## src/rtl/fetch_unit.sv

```systemverilog
// Instruction fetch stage: drives the ROM address, registers fetched words for decode and
// resolves JMP/CLL/RET locally. Define FETCH_PERF_EN to build the fetch/stall counters.
module fetch_unit #(
    parameter int                    WORD_WIDTH  = 24,
    parameter int                    ADDR_BITS   = 8,
    parameter int                    OPCODE_BITS = 8,
    parameter int                    STACK_DEPTH = 4,
    parameter logic [ADDR_BITS-1:0]  RESET_PC    = {ADDR_BITS{1'b0}}
) (
    input  logic                  clk,
    input  logic                  rst_n,
    output logic [ADDR_BITS-1:0]  rom_addr,
    input  logic [WORD_WIDTH-1:0] rom_data,
    output logic [WORD_WIDTH-1:0] instr,
    output logic                  instr_valid,
    input  logic                  instr_ready,
    input  logic                  redirect_valid,
    input  logic [ADDR_BITS-1:0]  redirect_addr,
    output logic                  halted,
    output logic                  stack_err,
    output logic [15:0]           perf_fetched,
    output logic [15:0]           perf_stalls
);

    localparam int OPERAND_BITS = WORD_WIDTH - OPCODE_BITS;
    localparam int SP_BITS      = $clog2(STACK_DEPTH + 1);
    localparam int IDX_BITS     = (STACK_DEPTH > 1) ? $clog2(STACK_DEPTH) : 1;

    // Opcode encodings shared with the instruction set definition.
    localparam logic [OPCODE_BITS-1:0] OP_JMP = OPCODE_BITS'(8'h10);
    localparam logic [OPCODE_BITS-1:0] OP_CLL = OPCODE_BITS'(8'h12);
    localparam logic [OPCODE_BITS-1:0] OP_RET = OPCODE_BITS'(8'h13);
    localparam logic [OPCODE_BITS-1:0] OP_RST = OPCODE_BITS'(8'hFF);

    localparam logic [SP_BITS-1:0]   SP_EMPTY = {SP_BITS{1'b0}};
    localparam logic [SP_BITS-1:0]   SP_ONE   = SP_BITS'(1);
    localparam logic [SP_BITS-1:0]   SP_FULL  = SP_BITS'(STACK_DEPTH);
    localparam logic [ADDR_BITS-1:0] PC_ONE   = ADDR_BITS'(1);

    typedef enum logic [0:0] {
        FETCH = 1'b0,
        HALT  = 1'b1
    } state_t;

    state_t                  state_r;
    logic [ADDR_BITS-1:0]    pc_r;
    logic [WORD_WIDTH-1:0]   instr_r;
    logic                    instr_valid_r;
    logic                    halted_r;
    logic                    stack_err_r;
    logic [SP_BITS-1:0]      sp_r;
    logic [ADDR_BITS-1:0]    stack_r [STACK_DEPTH];

    logic                    load_s;
    logic [OPCODE_BITS-1:0]  opcode_s;
    logic [ADDR_BITS-1:0]    target_s;
    logic [ADDR_BITS-1:0]    pc_inc_s;
    logic [ADDR_BITS-1:0]    pc_next_s;
    logic [IDX_BITS-1:0]     push_idx_s;
    logic [IDX_BITS-1:0]     top_idx_s;
    logic                    push_s;
    logic                    pop_s;
    logic                    overflow_s;
    logic                    underflow_s;
    logic                    halt_s;
    logic                    unused_operand_s;

    assign rom_addr    = pc_r;
    assign instr       = instr_r;
    assign instr_valid = instr_valid_r;
    assign halted      = halted_r;
    assign stack_err   = stack_err_r;

    // Operand bits above the PC width never reach the fetch logic.
    assign unused_operand_s = ^rom_data[OPERAND_BITS-1:ADDR_BITS];

    // Load condition and next-PC selection from the word currently on the ROM bus.
    always_comb begin
        load_s      = (state_r == FETCH) && (!instr_valid_r || instr_ready) && !redirect_valid;
        opcode_s    = rom_data[WORD_WIDTH-1 -: OPCODE_BITS];
        target_s    = rom_data[ADDR_BITS-1:0];
        pc_inc_s    = pc_r + PC_ONE;
        push_idx_s  = IDX_BITS'(sp_r);
        top_idx_s   = IDX_BITS'(sp_r - SP_ONE);
        pc_next_s   = pc_inc_s;
        push_s      = 1'b0;
        pop_s       = 1'b0;
        overflow_s  = 1'b0;
        underflow_s = 1'b0;
        halt_s      = 1'b0;
        case (opcode_s)
            OP_JMP: begin
                pc_next_s = target_s;
            end
            OP_CLL: begin
                pc_next_s = target_s;
                if (sp_r == SP_FULL) begin
                    overflow_s = 1'b1;
                end else begin
                    push_s = 1'b1;
                end
            end
            OP_RET: begin
                if (sp_r == SP_EMPTY) begin
                    underflow_s = 1'b1;
                    pc_next_s   = pc_inc_s;
                end else begin
                    pop_s     = 1'b1;
                    pc_next_s = stack_r[top_idx_s];
                end
            end
            OP_RST: begin
                pc_next_s = pc_r;
                halt_s    = 1'b1;
            end
            default: begin
                pc_next_s = pc_inc_s;
            end
        endcase
    end

    // Fetch FSM, PC, instruction register and stack pointer; a redirect overrides everything.
    always_ff @(posedge clk or negedge rst_n) begin
        if (!rst_n) begin
            state_r       <= FETCH;
            pc_r          <= RESET_PC;
            instr_r       <= {WORD_WIDTH{1'b0}};
            instr_valid_r <= 1'b0;
            halted_r      <= 1'b0;
            stack_err_r   <= 1'b0;
            sp_r          <= SP_EMPTY;
        end else if (redirect_valid) begin
            state_r       <= FETCH;
            pc_r          <= redirect_addr;
            instr_valid_r <= 1'b0;
            halted_r      <= 1'b0;
        end else if (load_s) begin
            instr_r       <= rom_data;
            instr_valid_r <= 1'b1;
            pc_r          <= pc_next_s;
            if (push_s) begin
                sp_r <= sp_r + SP_ONE;
            end else if (pop_s) begin
                sp_r <= sp_r - SP_ONE;
            end else begin
                sp_r <= sp_r;
            end
            if (overflow_s || underflow_s) begin
                stack_err_r <= 1'b1;
            end else begin
                stack_err_r <= stack_err_r;
            end
            if (halt_s) begin
                state_r  <= HALT;
                halted_r <= 1'b1;
            end else begin
                state_r  <= state_r;
                halted_r <= halted_r;
            end
        end else if (instr_valid_r && instr_ready) begin
            instr_valid_r <= 1'b0;
        end else begin
            instr_valid_r <= instr_valid_r;
        end
    end

    // Return address storage; written only on a non-overflowing CLL load.
    always_ff @(posedge clk or negedge rst_n) begin
        if (!rst_n) begin
            for (int i = 0; i < STACK_DEPTH; i++) begin
                stack_r[i] <= {ADDR_BITS{1'b0}};
            end
        end else if (load_s && push_s) begin
            stack_r[push_idx_s] <= pc_inc_s;
        end else begin
            stack_r <= stack_r;
        end
    end

`ifdef FETCH_PERF_EN
    logic [15:0] perf_fetched_r;
    logic [15:0] perf_stalls_r;

    assign perf_fetched = perf_fetched_r;
    assign perf_stalls  = perf_stalls_r;

    // Saturating counters of loads and decode backpressure cycles.
    always_ff @(posedge clk or negedge rst_n) begin
        if (!rst_n) begin
            perf_fetched_r <= 16'h0000;
            perf_stalls_r  <= 16'h0000;
        end else begin
            if (load_s && (perf_fetched_r != 16'hFFFF)) begin
                perf_fetched_r <= perf_fetched_r + 16'h0001;
            end else begin
                perf_fetched_r <= perf_fetched_r;
            end
            if (instr_valid_r && !instr_ready && (perf_stalls_r != 16'hFFFF)) begin
                perf_stalls_r <= perf_stalls_r + 16'h0001;
            end else begin
                perf_stalls_r <= perf_stalls_r;
            end
        end
    end
`else
    assign perf_fetched = 16'h0000;
    assign perf_stalls  = 16'h0000;
`endif

endmodule

```

## config.mk

```make
export PLATFORM = sky130hd
export DESIGN_NAME = fetch_unit
export DESIGN_NICKNAME = d
export VERILOG_FILES = /design/src/rtl/fetch_unit.sv
export SDC_FILE = /design/constraint.sdc
export NUM_CORES = 1
export LEC_CHECK = 0
export ABC_AREA = 0
export CAP_MARGIN = 15
export CORE_MARGIN = 5
export CORE_UTILIZATION = 48
export DETAILED_ROUTE_END_ITERATION = 7
export PLACE_DENSITY = 0.86
export SLEW_MARGIN = 0
export SYNTH_ARGS = -nofsm -noshare
export SYNTH_HDL_FRONTEND = slang
export SYNTH_SLANG_ARGS = --single-unit
```

## constraint.sdc

```tcl
create_clock -name clk -period 2.57 [get_ports clk]
set_input_delay 0.3855 -clock clk [delete_from_list [all_inputs] [get_ports clk]]
set_output_delay 0.3855 -clock clk [all_outputs]
set_load 0.05 [all_outputs]
```

---- After elaboration in Yosys (flattened, before gate mapping) ----
Index checks and enable logic that the tools add are counted.
word-level totals
  register bits after elaboration ......... 70
  bits in latches ......................... 0
  bits in writable memories ............... 0
  memory bits (read-only) ................. 0
  bits of input ports ..................... 36
  output and inout port bits .............. 67
  memories ................................ 0
operators by class
  add/sub/neg operators ................... 3
  multipliers ............................. 0
  divide/modulo/power cells ............... 0
  $lt $le $gt $ge ......................... 3
  eq/ne operators ......................... 6
  shift-type cells ........................ 0
  mux-type cells .......................... 27
  bitwise operators ....................... 4
  reductions and logical operators ........ 20
operators by type and width
  kind                 count
  $mux 8               6
  $bwmux 32            1
  $eq 8x5->1 const B   3
  $pmux 8 s3           1
  $bmux 8 s2           1
  $demux 8 s2          1
  $mux 1               15
  $add 8x1->8 const B  1
  $eq 8x8->1 const B   1
  $ge 3x3->1 const B   2
  $mux 3               2
  $not 2->3            2
  $reduce_and 2->1     3
  $reduce_and 3->1     2
  $reduce_bool 2->1    3
  $logic_and 1x1->1    5
  $add 3x1->3 const B  1
  $eq 3x3->1 const B   1
  $logic_not 3->1      1
  $lt 3x1->1 const B   1
  $reduce_bool 3->1    1
  $sub 3x1->3 const B  1
  $logic_not 1->1      2
  $logic_or 1x1->1     2
  3 further kinds      4

---- Logic depth before layout (Yosys ltp) ----
Gate-level depths: netlist of the first run.
  depth in word-level cells ............... 9
  gate-level depth with buffers ........... 10

---- Worst setup path after synthesis of the first run ----
No wires, ideal clock.
  path type ............................... register -> register
  from .................................... register sp_r[0]
  to ...................................... register pc_r[3] (netlist: rom_addr[3])
  library setup time ...................... 0.135 ns
  arrival time ............................ 2.233 ns
  data required time ...................... 2.435 ns
  slack ................................... 0.203 ns
  stages on the path, launching flop included .. 9
  path buffers ............................ 2
  cells stage by stage .................... dfrtp_1 -> buf_2 -> inv_1 -> ha_1 -> buf_1 -> mux4_2 -> a22o_1 -> a221oi_1 -> o31ai_1
between the ends
  cells in the longest elaborated chain, start to end .. 9
  elaborated cells on any way between the ends .. 10
RTL lines
  what                                        line  RTL
  start: declaration                          51    logic [SP_BITS-1:0] sp_r;
  start signal: assignment                    142   sp_r <= sp_r + SP_ONE;
  start signal: assignment                    144   sp_r <= sp_r - SP_ONE;
  start signal: assignment                    146   sp_r <= sp_r;
  $sub 3x1->3                                 --
  named net top_idx_s[0]                      60    logic [IDX_BITS-1:0] top_idx_s;
  $not 2->3 (not written as such)             109   pc_next_s = stack_r[top_idx_s];
  $bmux 8 s2                                  109
  $mux 8 (not written as such) (2 in series)  109
  $mux 8                                      104   if (sp_r == SP_EMPTY) begin
  $pmux 8 s3                                  91    case (opcode_s)
  $mux 8                                      137   end else if (load_s) begin
  $mux 8                                      132   end else if (redirect_valid) begin
  end signal: assignment                      134   pc_r <= redirect_addr;
  end signal: assignment                      140   pc_r <= pc_next_s;
  end: declaration                            46    logic [ADDR_BITS-1:0] pc_r;
The timed path passes the listed nets, and every way through them passes these cells. The select of a mux whose other input is x is not followed.
A chain may end at the register's enable or synchronous reset.

---- Worst setup path in the final report of the first run ----
  from .................................... register sp_r[1]
  to ...................................... register pc_r[3] (netlist: rom_addr[3])
between the ends
  cells in the longest elaborated chain, start to end .. 9
  elaborated cells on any way between the ends .. 10
RTL lines
  what                                        line
  $sub 3x1->3                                 --
  $not 2->3 (not written as such)             109
  $bmux 8 s2                                  109
  $mux 8 (not written as such) (2 in series)  109
  $mux 8 *                                    104
  $pmux 8 s3 *                                91
  $mux 8 *                                    137
  $mux 8 *                                    132
Every way passes the cells marked *; elsewhere a longest branch is shown, timed or not. The select of a mux whose other input is x is not followed.

==> out/qor.csv, run 1 <==
stage,metric,value,unit
routing,routed_wl,8.470,mm
clock_tree,post_cts_buffers,0,
setup_path,crit_path_max_fanout,10,
clock_tree,clock_tree.buffer_depth,2,
placement,routabilityCongestion,0.8445,
timing,finalSetupTns,0,ps
synthesis,synth_area_leaders,"dfrtp_1, mux2_2, buf_4, mux4_2, nand2_1",
clock_tree,clock_sinks,70,
grt,grt-ovfl-total,0,
cells_and_area,drive_above_1_share,18.43,%
timing,slew_viol_final,0,
setup_path,critPathCaptureType,register,
setup_path,crit_arrival,2510,ps
clock_tree,root_buffer,clkbuf_8,
setup_path,critPathKind,reg2reg,
timing,skew,11.85,ps
cells_and_area,fillers,557,
synthesis,synth_top_area_share,48.38,%
floorplan,pin_count,103,
pwr,vdd_drop_max,0.3258,mV
clock_tree,cts_hold_buf,0,
timing,period_needed,2283,ps
synthesis,synth.distinct_cells,42,
placement,portBuffers,70,
synthesis,synthTopCellsByCount,"dfrtp_1, nand2_1, buf_4, mux2_2, o21ai_0",
cells_and_area,syn2layout_area_growth,26.40,%
synthesis,synth_warnings,0,
floorplan,die_area,0.009381,mm2
floorplan,initial_utilization,49.66,%
routing,drt-pass1-iter-count,4,
synthesis,synthFlopType,dfrtp_1,
cells_and_area,antenna_cells,0,
worst_hold_path,worstHoldPathType,in2async,
synthesis,synth_cells,323,
clock_tree,clk-insertion-delay-late,350,ps
routing,drtIter0Drc,151,
synthesis,ys_seq_elements,70,
placement,dp_slack,25.58,ps
run,max_cap_viol_count,0,
clock_tree,cts_tree,yes,
pwr,p_per_area,692.2,mW/mm2
timing,relSlewSlack,42.11,%
timing,period_share,88.82,%
status,status,"complete, no violations",
clock_tree,cts_made_buffers,9,
pwr,leakage,1.996,nW
synthesis,yosysSeqAreaShare,48.38,%
setup_path,cp-start-kind,register,
synthesis,synth_top_area_cell,dfrtp_1,
grt,grt_pass1_wl,14.06,mm
timing,max_freq,438.1,MHz
routing,vias_per_cell,5.320,
pwr,power.total,0.003168,W
cells_and_area,utilization,62.77,%
timing,postLayoutSetupSlackWorst,287.2,ps
synthesis,synth_edf_count,0,
grt,antenna_found_initial,0,
timing,hold_violations,0,
cells_and_area,fin_nets,444,
routing,routedWlPerCell,16.74,um
routing,drc,0,
timing,rsz0062_at_grt,false,
floorplan,core,0.007292,mm2
clock_tree,cts.htree.levels,3,
timing,tightest_slew,868.4,ps
grt,grt_use_total,18.59,%
synthesis,async_flop_share,100.0,%
routing,ant_nets,0,
synthesis,netlist_area,0.003621,mm2
setup_path,crit_required,2800,ps
grt,grt_max_degree,71,
timing,setup_viol,0,
clock_tree,post_cts_resized,0,
synthesis,yosysMostFrequentCell,dfrtp_1,
placement,hpwl,6.189,mm
clock_tree,cts.clk_slew.worst_paths,70,ps
synthesis,syn_area_per_cell,11.21,um2
grt,first_global_vias,2737,
floorplan,die_h,96.86,um
routing,num_vias,2692,
floorplan,die_w,96.86,um
floorplan,rows,31,
==> power by group <==
part,switching (W),total (W),internal [W],leakage (nW)
Sequential,0.0000722,0.00125,0.00118,0.901
Combinational,0.000575,0.000865,0.000290,0.981
Clock,0.000405,0.00105,0.000645,0.115
Total,0.00105,0.00317,0.00212,2.00
==> kinds of logic after synthesis <==
logic type / Yosys count / share of synthesized area (%)
and+or+nand+nor: 78 / 11.16
DFF: 70 / 48.38
AOI/OAI and AO/OA: 65 / 11.99
buffers and inverters: 57 / 10.09
muxes: 36 / 13.79
xor gates and xnor gates: 10 / 2.419
adders and majority gates: 6 / 2.073
other: 1 / 0.1036
==> state kept, by name, summed over array words and instances, names as in the netlist <==
register,flops
halted,1
instr_valid,1
stack_r,32
sp_r,3
rom_addr,8
stack_err,1
instr,24
==> critical path: stages, from the launching register on <==
cell and delay (ps):
dfrtp_1 410, inv_1 110, ha_1 580, mux4_2 380, a22o_1 230, a221oi_1 340
o31ai_1 120
==> metrics by stage <==
stage          std cells  hold WS (ps)  area [um2]
3_3_place_gp         490         457.6        4347
3_5_place_dp         490         455.1        4347
2_1_floorplan        354         89.91        3737
6_report             506         225.4        4577
5_1_grt              506         307.8        4577
4_1_cts              506         256.7        4577
==> final timing paths <==
path	startpoint	end	slack [ps]	cells past startpoint
worst max-delay path	sp_r[1]$_DFFE_PN0P_	rom_addr[3]$_DFFE_PN0P_	290	6
worst max register to register	sp_r[1]$_DFFE_PN0P_	rom_addr[3]$_DFFE_PN0P_	290	6
min in group clk	stack_err$_DFFE_PN0P_	stack_err$_DFFE_PN0P_	470	1
worst min-delay path	rst_n	instr[21]$_DFFE_PN0P_	230	2
max in group asynchronous	rst_n	stack_err$_DFFE_PN0P_	1770	2
worst min register to register	stack_err$_DFFE_PN0P_	stack_err$_DFFE_PN0P_	470	1
==> cell type report <==
type                            instances  area, um2  area share, %
Clock buffer                           12      135.1          2.952
Clock inverter                          4      95.09          2.078
Inverter                                8      30.03         0.6561
Multi-Input combinational cell        227       1625          35.51
Sequential cell                        70       1752          38.27
Tap cell                               99      123.9          2.706
Timing Repair Buffer                   86      815.8          17.82
==> metal layers <==
| layer | share of wire (%) | GRT usage (%) | routed length (um) |
|---|---|---|---|
| met1 | 39 | 21.67 | 3314 |
| met2 | 51 | 31.95 | 4334 |
| met3 | 7.1 | 4.820 | 605 |
| met4 | 2.6 | 8.531 | 216 |
| met5 | 0 | 0 | 0 |
==> cells in the final DEF, fill, tap and decap left out, drive strengths merged, types with 3 or more instances in the layout <==
cell type / synthesis / layout
buf: 43 / 17
a22o: 8 / 8
nand2: 40 / 40
ha: 6 / 6
dfrtp: 70 / 70
and2: 4 / 4
clkbuf: 6 / 12
clkdlybuf4s50: 0 / 69
mux4: 8 / 8
conb: 1 / 32
xnor2: 4 / 4
inv: 8 / 8
a221oi: 8 / 8
xor2: 6 / 6
o31ai: 6 / 6
nand3: 4 / 4
a21oi: 3 / 3
mux2: 28 / 28
nor2: 5 / 5
bufinv: 0 / 3
nor2b: 9 / 9
nand4: 6 / 6
o21ai: 32 / 32
and3: 3 / 3
(Power assumes the default switching activity.)
==> inputs of run 2 (changes only) <==
CORE_UTILIZATION = 55   (was 48)
DONT_BUFFER_PORTS = 1   (was unset)
PLACE_DENSITY = 0.76   (was 0.86)
==> out/qor.csv, run 2 (synthesis results as in run 1) <==
stage,metric,value,unit
routing,routedWlPerCell,18.39,um
clock_tree,clock_sinks,70,
setup_path,critPathCaptureType,register,
cells_and_area,fin_nets,379,
timing,hold_violations,0,
setup_path,rr_worst_depth,6,
cells_and_area,regMostFlops,stack_r,
setup_path,r2r_setup_slack,370,ps
cells_and_area,multi_input_area,0.001625,mm2
grt,grt-ovfl-total,0,
setup_path,crit_arrival,2410,ps
cells_and_area,syn2layout_area_growth,6.012,%
timing,setup_viol,0,
routing,wl_met1,3.233,mm
pwr,leakage,1.723,nW
clock_tree,root_buffer,clkbuf_8,
floorplan,die_h,91.14,um
routing,wl_met2,3.764,mm
setup_path,r2r-end,rom_addr[0]$_DFFE_PN0P_,
cells_and_area,stdcell_count,417,
grt,grt_max_degree,71,
placement,dpl_cell_area,0.003646,mm2
timing,period_needed,2203,ps
cells_and_area,largest_reg_flops,32,
pwr,p_per_area,698.1,mW/mm2
timing,skew,6.982,ps
grt,grt_use_total,18.68,%
timing,slew_viol_final,0,
cells_and_area,regArea,0.001752,mm2
setup_path,cp-start-kind,register,
setup_path,rr_startpoint,sp_r[1]$_DFFE_PN0P_,
clock_tree,clock_tree.buffer_depth,2,
placement,portBuffers,0,
timing,rsz0062_at_grt,false,
grt,first_global_vias,2386,
cells_and_area,postLayoutCellArea,0.003839,mm2
timing,period_share,85.71,%
routing,routed_wl,7.667,mm
routing,met3_length,609,um
routing,drtIter0Drc,209,
clock_tree,cts_tree,yes,
setup_path,critPathKind,reg2reg,
floorplan,core,0.006386,mm2
floorplan,pin_count,103,
placement,hpwl,5.558,mm
routing,drc,0,
timing,finalSetupTns,0,ps
placement,dp.cells,401,
pwr,vdd_drop_max,0.4298,mV
floorplan,initial_utilization,56.70,%
timing,relSlewSlack,56.47,%
worst_hold_path,min_to,instr_valid$_DFFE_PN0P_,
clock_tree,cts_made_buffers,9,
grt,antenna_found_initial,0,
cells_and_area,final_common_cell,dfrtp_1,
setup_path,crit_required,2780,ps
run,max_cap_viol_count,0,
clock_tree,cts.htree.levels,3,
cells_and_area,drive_above_1_share,22.65,%
routing,num_vias,2398,
routing,highest_layer,met4,
cells_and_area,final_cell_mix,"dfrtp_1, nand2_1, conb_1",
worst_hold_path,holdPathStages,1,
worst_hold_path,worstHoldPathType,in2reg,
timing,max_freq,454.0,MHz
floorplan,die_w,91.14,um
worst_hold_path,min_from,redirect_valid,
cells_and_area,antenna_cells,0,
clock_tree,cts.clk_slew.worst_paths,70,ps
status,status,"complete, no violations",
cells_and_area,fillers,527,
floorplan,die_area,0.008307,mm2
routing,vias_per_cell,5.751,
routing,drt-pass1-iter-count,4,
floorplan,rows,29,
clock_tree,clk-insertion-delay-late,340,ps
setup_path,crit_path_max_fanout,10,
grt,grt_pass1_wl,12.42,mm
routing,ant_nets,0,
timing,tightest_slew,653.0,ps
placement,routabilityCongestion,0.8142,
## run 2: worst max-delay path: stages, from the launching register on
cell and delay (ps):
dfrtp_1 420, inv_1 110, ha_1 560, mux4_2 380, a22o_1 210, a221oi_1 280
o31ai_1 110
## run 2: final cells by class
class	count	share of cell area [%]
Sequential cell	70	45.63
Multi-Input combinational cell	227	42.34
Timing Repair Buffer	21	4.694
Clock buffer	12	3.781
Tap cell	77	2.510
Inverter	8	0.7823
Clock inverter	2	0.2608
## run 2: worst max path at each step
stage	startpoint	to	cells past startpoint
5_1_grt	sp_r[1]$_DFFE_PN0P_	rom_addr[7]$_DFFE_PN0P_	6
2_1_floorplan	sp_r[0]$_DFFE_PN0P_	rom_addr[3]$_DFFE_PN0P_	8
3_5_place_dp	rom_data[21]	rom_addr[0]$_DFFE_PN0P_	5
6_report	sp_r[1]$_DFFE_PN0P_	rom_addr[0]$_DFFE_PN0P_	6
3_3_place_gp	rom_data[21]	rom_addr[0]$_DFFE_PN0P_	5
4_1_cts	sp_r[1]$_DFFE_PN0P_	rom_addr[3]$_DFFE_PN0P_	6
## run 2: timing repair
item | in CTS | in global routing
setup endpoints to repair | 0 | 0
hold buffers | 2 | 0
resized for setup | 0 | 0
buffers inserted | 0 | 0
hold endpoints to repair | 70 | 0
## run 2: metal layers
metal / GRT usage, % / vias to the layer above
li1: - / 1103
met3: 5.868 / 5
met1: 24.27 / 1192
met4: 6.724 / 0
met2: 29.57 / 98
met5: 0 / -
## run 2: through the flow
stage	power, W	util, %	hold WS, ps	worst slack [ps]
4_1_cts	0.002699	60.11	94.87	394.1
6_report	0.002680	60.11	109.5	367.3
3_3_place_gp	0.001916	57.09	92.78	382.7
3_5_place_dp	0.001929	57.09	92.61	351.1
5_1_grt	0.002797	60.11	82.33	223.8
2_1_floorplan	0.001865	-	89.91	202.7
## run 2: report_power, final
group	switching, W	internal (W)
logic	0.000329	0.000151
registers	0.000277	0.00118
clock network	0.000382	0.000364
